`src/rtl/arb_pkg.sv`:
```
// Shared types and defaults for the round-robin arbiter.
// Holds the FSM state enum and hold-counter sizing helper.
package arb_pkg;

    typedef enum logic {
        ARB_IDLE = 1'b0,
        ARB_BUSY = 1'b1
    } arb_state_e;

    localparam int ARB_N_DEF        = 4;
    localparam int ARB_MAX_HOLD_DEF = 8;

    function automatic int hold_width(input int mh);
        return (mh < 1) ? 1 : $clog2(mh + 1);
    endfunction

endpackage

```
`src/rtl/arb_rr_pick.sv`:
```
// Rotated priority search: first set request at or after ptr,
// wrapping N-1 -> 0.
module arb_rr_pick
    import arb_pkg::*;
#(
    parameter int N   = ARB_N_DEF,
    parameter int IDW = $clog2(N)
) (
    input  logic [N-1:0]   req_i,
    input  logic [IDW-1:0] ptr_i,
    output logic [IDW-1:0] win_o,
    output logic           found_o
);
    localparam int SW = IDW + 1;

    logic [SW-1:0] idx;

    always_comb begin
        win_o   = '0;
        found_o = 1'b0;
        idx     = '0;
        for (int k = 0; k < N; k++) begin
            // ptr + k stays below 2N, so one subtract wraps it
            idx = {1'b0, ptr_i} + SW'(k);
            if (idx >= SW'(N)) begin
                idx = idx - SW'(N);
            end
            if (!found_o && req_i[idx[IDW-1:0]]) begin
                found_o = 1'b1;
                win_o   = idx[IDW-1:0];
            end
        end
    end

endmodule

```
`src/rtl/arb_rr.sv`:
```
// Round-robin arbiter with registered one-hot grant and optional
// hold limit that preempts a long-running owner.
module arb_rr
    import arb_pkg::*;
#(
    parameter int N        = ARB_N_DEF,
    parameter int MAX_HOLD = ARB_MAX_HOLD_DEF,
    parameter int IDW      = $clog2(N)
) (
    input  logic           clk,
    input  logic           rst,
    input  logic [N-1:0]   req,
    output logic [N-1:0]   gnt,
    output logic           gnt_vld,
    output logic [IDW-1:0] gnt_id,
    output logic           preempt
);
    localparam int HW = hold_width(MAX_HOLD);
    localparam logic [HW-1:0] HMAX =
        (MAX_HOLD == 0) ? {HW{1'b1}} : HW'(MAX_HOLD);
    localparam logic [IDW-1:0] LAST = IDW'(N - 1);

    arb_state_e     state_q, state_d;
    logic [IDW-1:0] ptr_q, ptr_d;
    logic [IDW-1:0] id_q, id_d;
    logic [HW-1:0]  hold_q, hold_d;
    logic [N-1:0]   gnt_q, gnt_d;
    logic           vld_q;
    logic           pre_q, pre_d;

    logic [IDW-1:0] nxt;
    logic [IDW-1:0] start;
    logic [IDW-1:0] win;
    logic [N-1:0]   req_m;
    logic           found;
    logic           expired;

    assign nxt     = (id_q == LAST) ? '0 : id_q + IDW'(1);
    assign start   = (state_q == ARB_BUSY) ? nxt : ptr_q;
    assign expired = (MAX_HOLD != 0) && (hold_q == HMAX);
    // the owner never competes against itself at a handoff
    assign req_m   = req & ~gnt_q;

    arb_rr_pick #(
        .N   (N),
        .IDW (IDW)
    ) u_pick (
        .req_i   (req_m),
        .ptr_i   (start),
        .win_o   (win),
        .found_o (found)
    );

    always_comb begin
        state_d = state_q;
        ptr_d   = ptr_q;
        id_d    = id_q;
        hold_d  = hold_q;
        gnt_d   = gnt_q;
        pre_d   = 1'b0;
        unique case (state_q)
            ARB_IDLE: begin
                if (found) begin
                    state_d = ARB_BUSY;
                    gnt_d   = N'(1) << win;
                    id_d    = win;
                    hold_d  = HW'(1);
                end
            end
            ARB_BUSY: begin
                if (!req[id_q]) begin
                    ptr_d = nxt;
                    if (found) begin
                        gnt_d  = N'(1) << win;
                        id_d   = win;
                        hold_d = HW'(1);
                    end else begin
                        state_d = ARB_IDLE;
                        gnt_d   = '0;
                        id_d    = '0;
                        hold_d  = '0;
                    end
                end else if (expired) begin
                    hold_d = HW'(1);
                    if (found) begin
                        ptr_d = nxt;
                        gnt_d = N'(1) << win;
                        id_d  = win;
                        pre_d = 1'b1;
                    end
                end else if (hold_q != HMAX) begin
                    hold_d = hold_q + HW'(1);
                end
            end
        endcase
    end

    always_ff @(posedge clk or posedge rst) begin
        if (rst) begin
            state_q <= ARB_IDLE;
            ptr_q   <= '0;
            id_q    <= '0;
            hold_q  <= '0;
            gnt_q   <= '0;
            vld_q   <= 1'b0;
            pre_q   <= 1'b0;
        end else begin
            state_q <= state_d;
            ptr_q   <= ptr_d;
            id_q    <= id_d;
            hold_q  <= hold_d;
            gnt_q   <= gnt_d;
            vld_q   <= (state_d == ARB_BUSY);
            pre_q   <= pre_d;
        end
    end

    assign gnt     = gnt_q;
    assign gnt_vld = vld_q;
    assign gnt_id  = id_q;
    assign preempt = pre_q;

endmodule

```
`config.mk`:
```
export PLATFORM = sky130hd
export DESIGN_NAME = arb_rr
export DESIGN_NICKNAME = d
export VERILOG_FILES = /design/src/rtl/arb_pkg.sv /design/src/rtl/arb_rr_pick.sv /design/src/rtl/arb_rr.sv
export SDC_FILE = /design/constraint.sdc
export NUM_CORES = 1
export LEC_CHECK = 0
export CORE_UTILIZATION = 47
export CTS_CLUSTER_DIAMETER = 150
export DETAILED_ROUTE_END_ITERATION = 10
export PLACE_DENSITY = 0.84
export SLEW_MARGIN = 30
export SYNTH_ARGS = -nofsm -noshare
export SYNTH_HDL_FRONTEND = slang
export SYNTH_SLANG_ARGS = --single-unit
export TNS_END_PERCENT = 50
```
`constraint.sdc`:
```
create_clock -name clk -period 1.65 [get_ports clk]
set_clock_uncertainty 0.2 [all_clocks]
set_input_delay 0.2475 -clock clk [delete_from_list [all_inputs] [get_ports clk]]
set_output_delay 0.2475 -clock clk [all_outputs]
set_load 0.02 [all_outputs]
```
==> flow_metrics.tcl, run 1 <==
set metrics [dict create \
    insertion_delay_ns 0.29 \
    drc 0 \
    drtIter0Drc 29 \
    vias_per_cell 5.75 \
    setup_viol 13 \
    ios 14 \
    grt_util_met3_pct 6.15 \
    vias 925 \
    maxCapViolations 0 \
    final_antenna_net_count 0 \
    violations "negative setup slack" \
    fmax_ghz 0.536 \
    regToRegSetupSlack_ns -0.22 \
    ys_ff_latch 14 \
    nNetsFinal 146 \
    use_met2_pct 46.9 \
    grt_start_max_net_pins 15 \
    synth_ff_type "dfrtp_1" \
    crit_type "flop to flop" \
    cts_tree "yes" \
    start_util_pct 52.4 \
    cts_inserted_buffers 3 \
    maxSlewHeadroom_pct 78.1 \
    crit_start "gnt_id[0]$_DFFE_PP0P_" \
    yosysUniqueCellTypes 37 \
    grt_use_total_pct 26.8 \
    met1_usage_pct 31.6 \
    drive_above_1_share_pct 49.3 \
    die_h_um 47.0 \
    outcome "finished with violations" \
    ys_seq_area_share_pct 36.7 \
    place.gp.congestion 0.981 \
    vdd_drop_max_mv 1.43 \
    h-tree-depth 1 \
    wl_um 2640 \
    reg2reg_depth 5 \
    post_drt_wl_per_cell_um 16.4 \
    yosys.area.top_type "dfrtp_1" \
    pre_cts_slack_ns -0.569 \
    hold_viol 0 \
    required_ns 1.63 \
    synthCells 93 \
    cts.sinks 14 \
    netlist_top_cells_count "dfrtp_1, nand2_1, a21oi_1" \
    rsz0062_at_grt "true" \
    syn_area_per_cell_um2 10.3 \
    grt_pass1_vias 938 \
    period_share_pct 113 \
    syn_nets 102 \
    overflow 0 \
    r2r_end "gnt_id[0]$_DFFE_PP0P_" \
    crit_fanout 5 \
    synth_top_area_share_pct 36.7 \
    synth-edff-count 0 \
    hp-class "primary input to asynchronous set/reset pin" \
    grt_pass1_wl_um 4010 \
    dr.pass1.iters 4 \
    finalSetupTns_ns -1.86 \
    cts_hold_buffers 0 \
    row_count 15 \
    async_flop_share_pct 100 \
    cp-end-kind "flop" \
    reg2reg_from "gnt_id[0]$_DFFE_PP0P_" \
    dieArea_mm2 0.00221 \
    max_slew.worst_pin.slew_ns 0.325 \
    portBuffers 13 \
    synth_warnings 0 \
    worst_ep_arrival_time_ns 1.85 \
    clk_path_buf_depth 2 \
    synth_area_leaders "dfrtp_1, mux2_4, o22a_1, ha_1, nand2b_1" \
    min_period_ns 1.87 \
    n_antenna_cell 0 \
    crit_path_end "gnt_id[0]$_DFFE_PP0P_" \
    yosysMostFrequentCell "dfrtp_1" \
    core_area_mm2 0.00182 \
    p_leak_uw 0.000693 \
    syn_area_um2 953 \
    maxSlewViolCount 0 \
    cts_root_buffer "clkbuf_4" \
    startpoint_type "flop" \
    grt_busiest_layer "met2" \
    die_x_um 47.0 \
    hpwl_um 1890 \
    clk_pin_slew_ns 0.09 \
    power_density_mw_per_mm2 2170 \
    area_delta_synth_final_pct 49.7 \
    antenna_found_initial 0 \
    fin_ws_ns -0.216 \
]
## power by group
part | switching, uW | internal [uW] | leakage, uW
combinational | 1120 | 1120 | 0.000514
clock | 117 | 94.1 | 0.0000150
sequential | 142 | 505 | 0.000164
## critical path, stage by stage, from the launching register on
cell and delay [ns]:
dfrtp_2 0.46, ha_4 0.25, mux2_4 0.32, o32ai_2 0.24, a21oi_1 0.07, o22a_1 0.22
## cell type report
type                            count  area [um^2]
Clock buffer                        4         26.3
Sequential cell                    14          359
Multi-Input combinational cell     74          659
Fill cell                         121          393
Tap cell                           25         31.3
Timing Repair Buffer               39          333
Inverter                            5         18.8
## timing repair
action                                  4_1_cts  5_1_grt
endpoints found under the setup margin       22       21
pin swaps                                     3        3
endpoints found under the hold margin         0        0
buffers inserted                              3        0
cloned                                        0        1
resized for setup                            10       17
## state kept, by name (all words and copies together), names as in the netlist
register / count
gnt: 4
gnt_id: 2
gnt_vld: 1
hold_q: 4
preempt: 1
ptr_q: 2
## cells by family (layout without fill, tap and decap cells)
kind of cell / Yosys count / count (layout) / synth area share (%)
AO/OA/AOI/OAI: 32 / 32 / 25.2
adder cells (fa/ha/maj): 3 / 3 / 3.94
buffers and inverters: 6 / 48 / 2.76
flip-flops: 14 / 14 / 36.7
multiplexers: 5 / 6 / 8.53
AND/OR/NAND/NOR: 33 / 33 / 22.8
## worst min-delay path by stage
stage | slack, ns | to | start | cells after the start
after CTS | 0.06 | hold_q[0]$_DFFE_PP0P_ | rst | 3
after floorplan | -0.06 | hold_q[0]$_DFFE_PP0P_ | rst | 1
after global placement | 0.30 | ptr_q[0]$_DFFE_PP0P_ | ptr_q[0]$_DFFE_PP0P_ | 1
after detailed placement | 0.30 | ptr_q[0]$_DFFE_PP0P_ | ptr_q[0]$_DFFE_PP0P_ | 1
after global routing | 0.12 | gnt_id[0]$_DFFE_PP0P_ | rst | 3
final | 0.05 | gnt[2]$_DFFE_PP0P_ | rst | 3
## per-layer routing
metal	part of all wire [%]	routed length (um)
met4	0.95	25
met1	43	1130
met2	52	1370
met3	4.2	112
met5	0	0
## placed cells by master, fill, tap and decap left out, types with 4 or more instances in the layout
master	count
a21oi_1	5
a21oi_2	4
buf_4	26
dfrtp_1	7
dfrtp_2	7
dlymetal6s2s_1	6
inv_1	4
nand2_1	7
nand2b_1	6
o22a_1	5
## through the flow
step	utilization [%]	cells	hold WS, ns	total power, uW	area, um^2
final	78.4	161	0.0520	3100	1430
after CTS	75.7	160	0.0577	2960	1380
after global placement	72.6	153	0.301	2620	1320
after global routing	78.4	161	0.117	3290	1430
after floorplan	-	93	-0.0638	1930	995
after detailed placement	72.6	153	0.302	2690	1320
No activity file was read; power rests on OpenSTA's default activity.
==> run 2, diff against run 1 <==
--- a/config.mk
+++ b/config.mk
@@ -13,4 +13,4 @@
 export SYNTH_ARGS = -nofsm -noshare
 export SYNTH_HDL_FRONTEND = slang
 export SYNTH_SLANG_ARGS = --single-unit
-export TNS_END_PERCENT = 50
+export TNS_END_PERCENT = 100
==> run 2 against run 1 <==
The run still ends with negative setup slack left. Worst setup slack better by 0.017 ns. Sequential power is 1% lower. Combinational power is 6% higher. Non-clock buffer count is 2 higher. Via count is 0.54% lower. Die area stayed put. Cell area is 2.6% higher. Highest routed layer unchanged.
==> flow_metrics.tcl, run 2 (synthesis results as in run 1) <==
set metrics [dict create \
    comb_power_share_pct 74.0 \
    antenna_found_initial 0 \
    core_area_mm2 0.00182 \
    grt_pass1_wl_um 3850 \
    dr.pass1.iters 4 \
    setup_viol 14 \
    power.switching_uw 1440 \
    required_ns 1.62 \
    fill_cells 125 \
    finalNonFillerCells 163 \
    ios 14 \
    vdd_drop_max_mv 1.53 \
    wl_um 2700 \
    p_leak_uw 0.000657 \
    seq_area_um2 359 \
    grt_start_max_net_pins 15 \
    drive_above_1_share_pct 53.6 \
    outcome "finished with violations" \
    row_count 15 \
    fin_ws_ns -0.199 \
    max_slew.worst_pin.slew_ns 0.342 \
    drc 0 \
    power_density_mw_per_mm2 2200 \
    clk_pin_slew_ns 0.08 \
    crit_type "flop to flop" \
    insertion_delay_ns 0.28 \
    cp-end-kind "flop" \
    grt_pass1_vias 856 \
    maxSlewHeadroom_pct 77.0 \
    fmax_ghz 0.541 \
    maxSlewViolCount 0 \
    place.gp.congestion 0.865 \
    hpwl_um 1970 \
    area_delta_synth_final_pct 53.7 \
    overflow 0 \
    final_cell_mix "buf_4, dlygate4sd2_1, dfrtp_2, dfrtp_1, nand2b_1" \
    dieArea_mm2 0.00221 \
    min_period_ns 1.85 \
    maxCapViolations 0 \
    drtIter0Drc 22 \
    grt_use_total_pct 26.2 \
    h-tree-depth 1 \
    dp_cells 157 \
    portBuffers 13 \
    startpoint_type "flop" \
    place_area_mm2 0.00136 \
    vias 920 \
    post_drt_wl_per_cell_um 16.5 \
    clk_path_buf_depth 2 \
    vias_per_cell 5.64 \
    die_h_um 47.0 \
    p_sw_share_pct 44.6 \
    cts_tree "yes" \
    seq_power_share_pct 19.9 \
    crit_fanout 4 \
    multi_input_area_um2 694 \
    period_share_pct 112 \
    cts_inserted_buffers 3 \
    cts.sinks 14 \
    worst_ep_arrival_time_ns 1.82 \
    n_antenna_cell 0 \
    cts_root_buffer "clkbuf_4" \
    violations "negative setup slack" \
    die_x_um 47.0 \
    nNetsFinal 148 \
    hp-class "primary input to asynchronous set/reset pin" \
    hold_viol 0 \
    finalInstanceArea_mm2 0.00147 \
    final_common_cell "buf_4" \
    finalSetupTns_ns -1.86 \
    p_int_uw 1780 \
    final_antenna_net_count 0 \
    p_clk_share_pct 6.2 \
    rsz0062_at_grt "true" \
    start_util_pct 52.4 \
]
==> run 2: cell count changes in the layout (fill, tap and decap cells not counted), moves of 2 or more <==
cell	previous run	this run
nor3_1	2	0
dlygate4sd2_1	2	8
nor3_2	0	2
buf_6	0	2
nand2_1	7	5
clkdlybuf4s15_1	3	1
dlymetal6s2s_1	6	1
==> run 2: metrics by stage <==
step | utilization (%) | hold WS [ns] | power [uW] | setup slack, ns
floorplan | - | -0.0638 | 1950 | -0.201
global placement | 74.5 | 0.296 | 2700 | -0.426
detailed placement | 74.5 | 0.299 | 2790 | -0.471
CTS | 77.8 | 0.0510 | 3030 | -0.185
global route | 80.5 | 0.106 | 3400 | -0.271
finish | 80.5 | 0.0648 | 3220 | -0.199
==> run 2: path summary, 6_finish.rpt <==
check                                      startpoint               endpoint  slack [ns]  cells past startpoint
worst max-delay path            gnt_id[0]$_DFFE_PP0P_  gnt_id[0]$_DFFE_PP0P_       -0.20                      7
worst min-delay path                              rst  gnt_id[1]$_DFFE_PP0P_        0.06                      3
worst max register to register  gnt_id[0]$_DFFE_PP0P_  gnt_id[0]$_DFFE_PP0P_       -0.20                      7
worst min register to register   ptr_q[0]$_DFFE_PP0P_   ptr_q[0]$_DFFE_PP0P_        0.32                      1
max in group asynchronous                         rst     gnt[0]$_DFFE_PP0P_        1.00                      3
min in group clk                 ptr_q[0]$_DFFE_PP0P_   ptr_q[0]$_DFFE_PP0P_        0.32                      1
==> run 2: power by group through the flow <==
stage / sequential (uW) / clock, uW / combinational, uW
3_5_place_dp: 633 / 0 / 2150
2_1_floorplan: 745 / 0 / 1210
6_report: 640 / 200 / 2380
5_1_grt: 654 / 215 / 2530
3_3_place_gp: 624 / 0 / 2070
4_1_cts: 627 / 205 / 2200
==> run 2: cell type report <==
type | instances | share of cell area, %
sequential | 14 | 24.5
clock buffer | 4 | 1.79
tap | 25 | 2.13
multi-input combinational | 74 | 47.4
timing repair buffer | 41 | 22.9
inverter | 5 | 1.28
==> run 2: critical path: stages (launching register included) <==
cell and delay [ns]:
dfrtp_2 0.45, ha_4 0.25, mux2i_2 0.18, buf_4 0.17, nand2_1 0.06, o21ai_0 0.11
a21oi_1 0.11, o22a_1 0.20
==> run 2: layer usage <==
| metal | global-route usage [%] | routed length [um] |
|---|---|---|
| met2 | 45.3 | 1390 |
| met1 | 33.3 | 1190 |
| met3 | 1.15 | 71 |
| met4 | 13.7 | 48 |
| met5 | 0 | 0 |
==> run 2: what timing repair did <==
item / 4_1_cts / 5_1_grt
endpoints found under the setup margin: 22 / 16
hold buffers: 0 / 0
gates resized for setup: 20 / 11
gates cloned: 0 / 1
buffers inserted: 1 / 2
pin swaps: 2 / 6
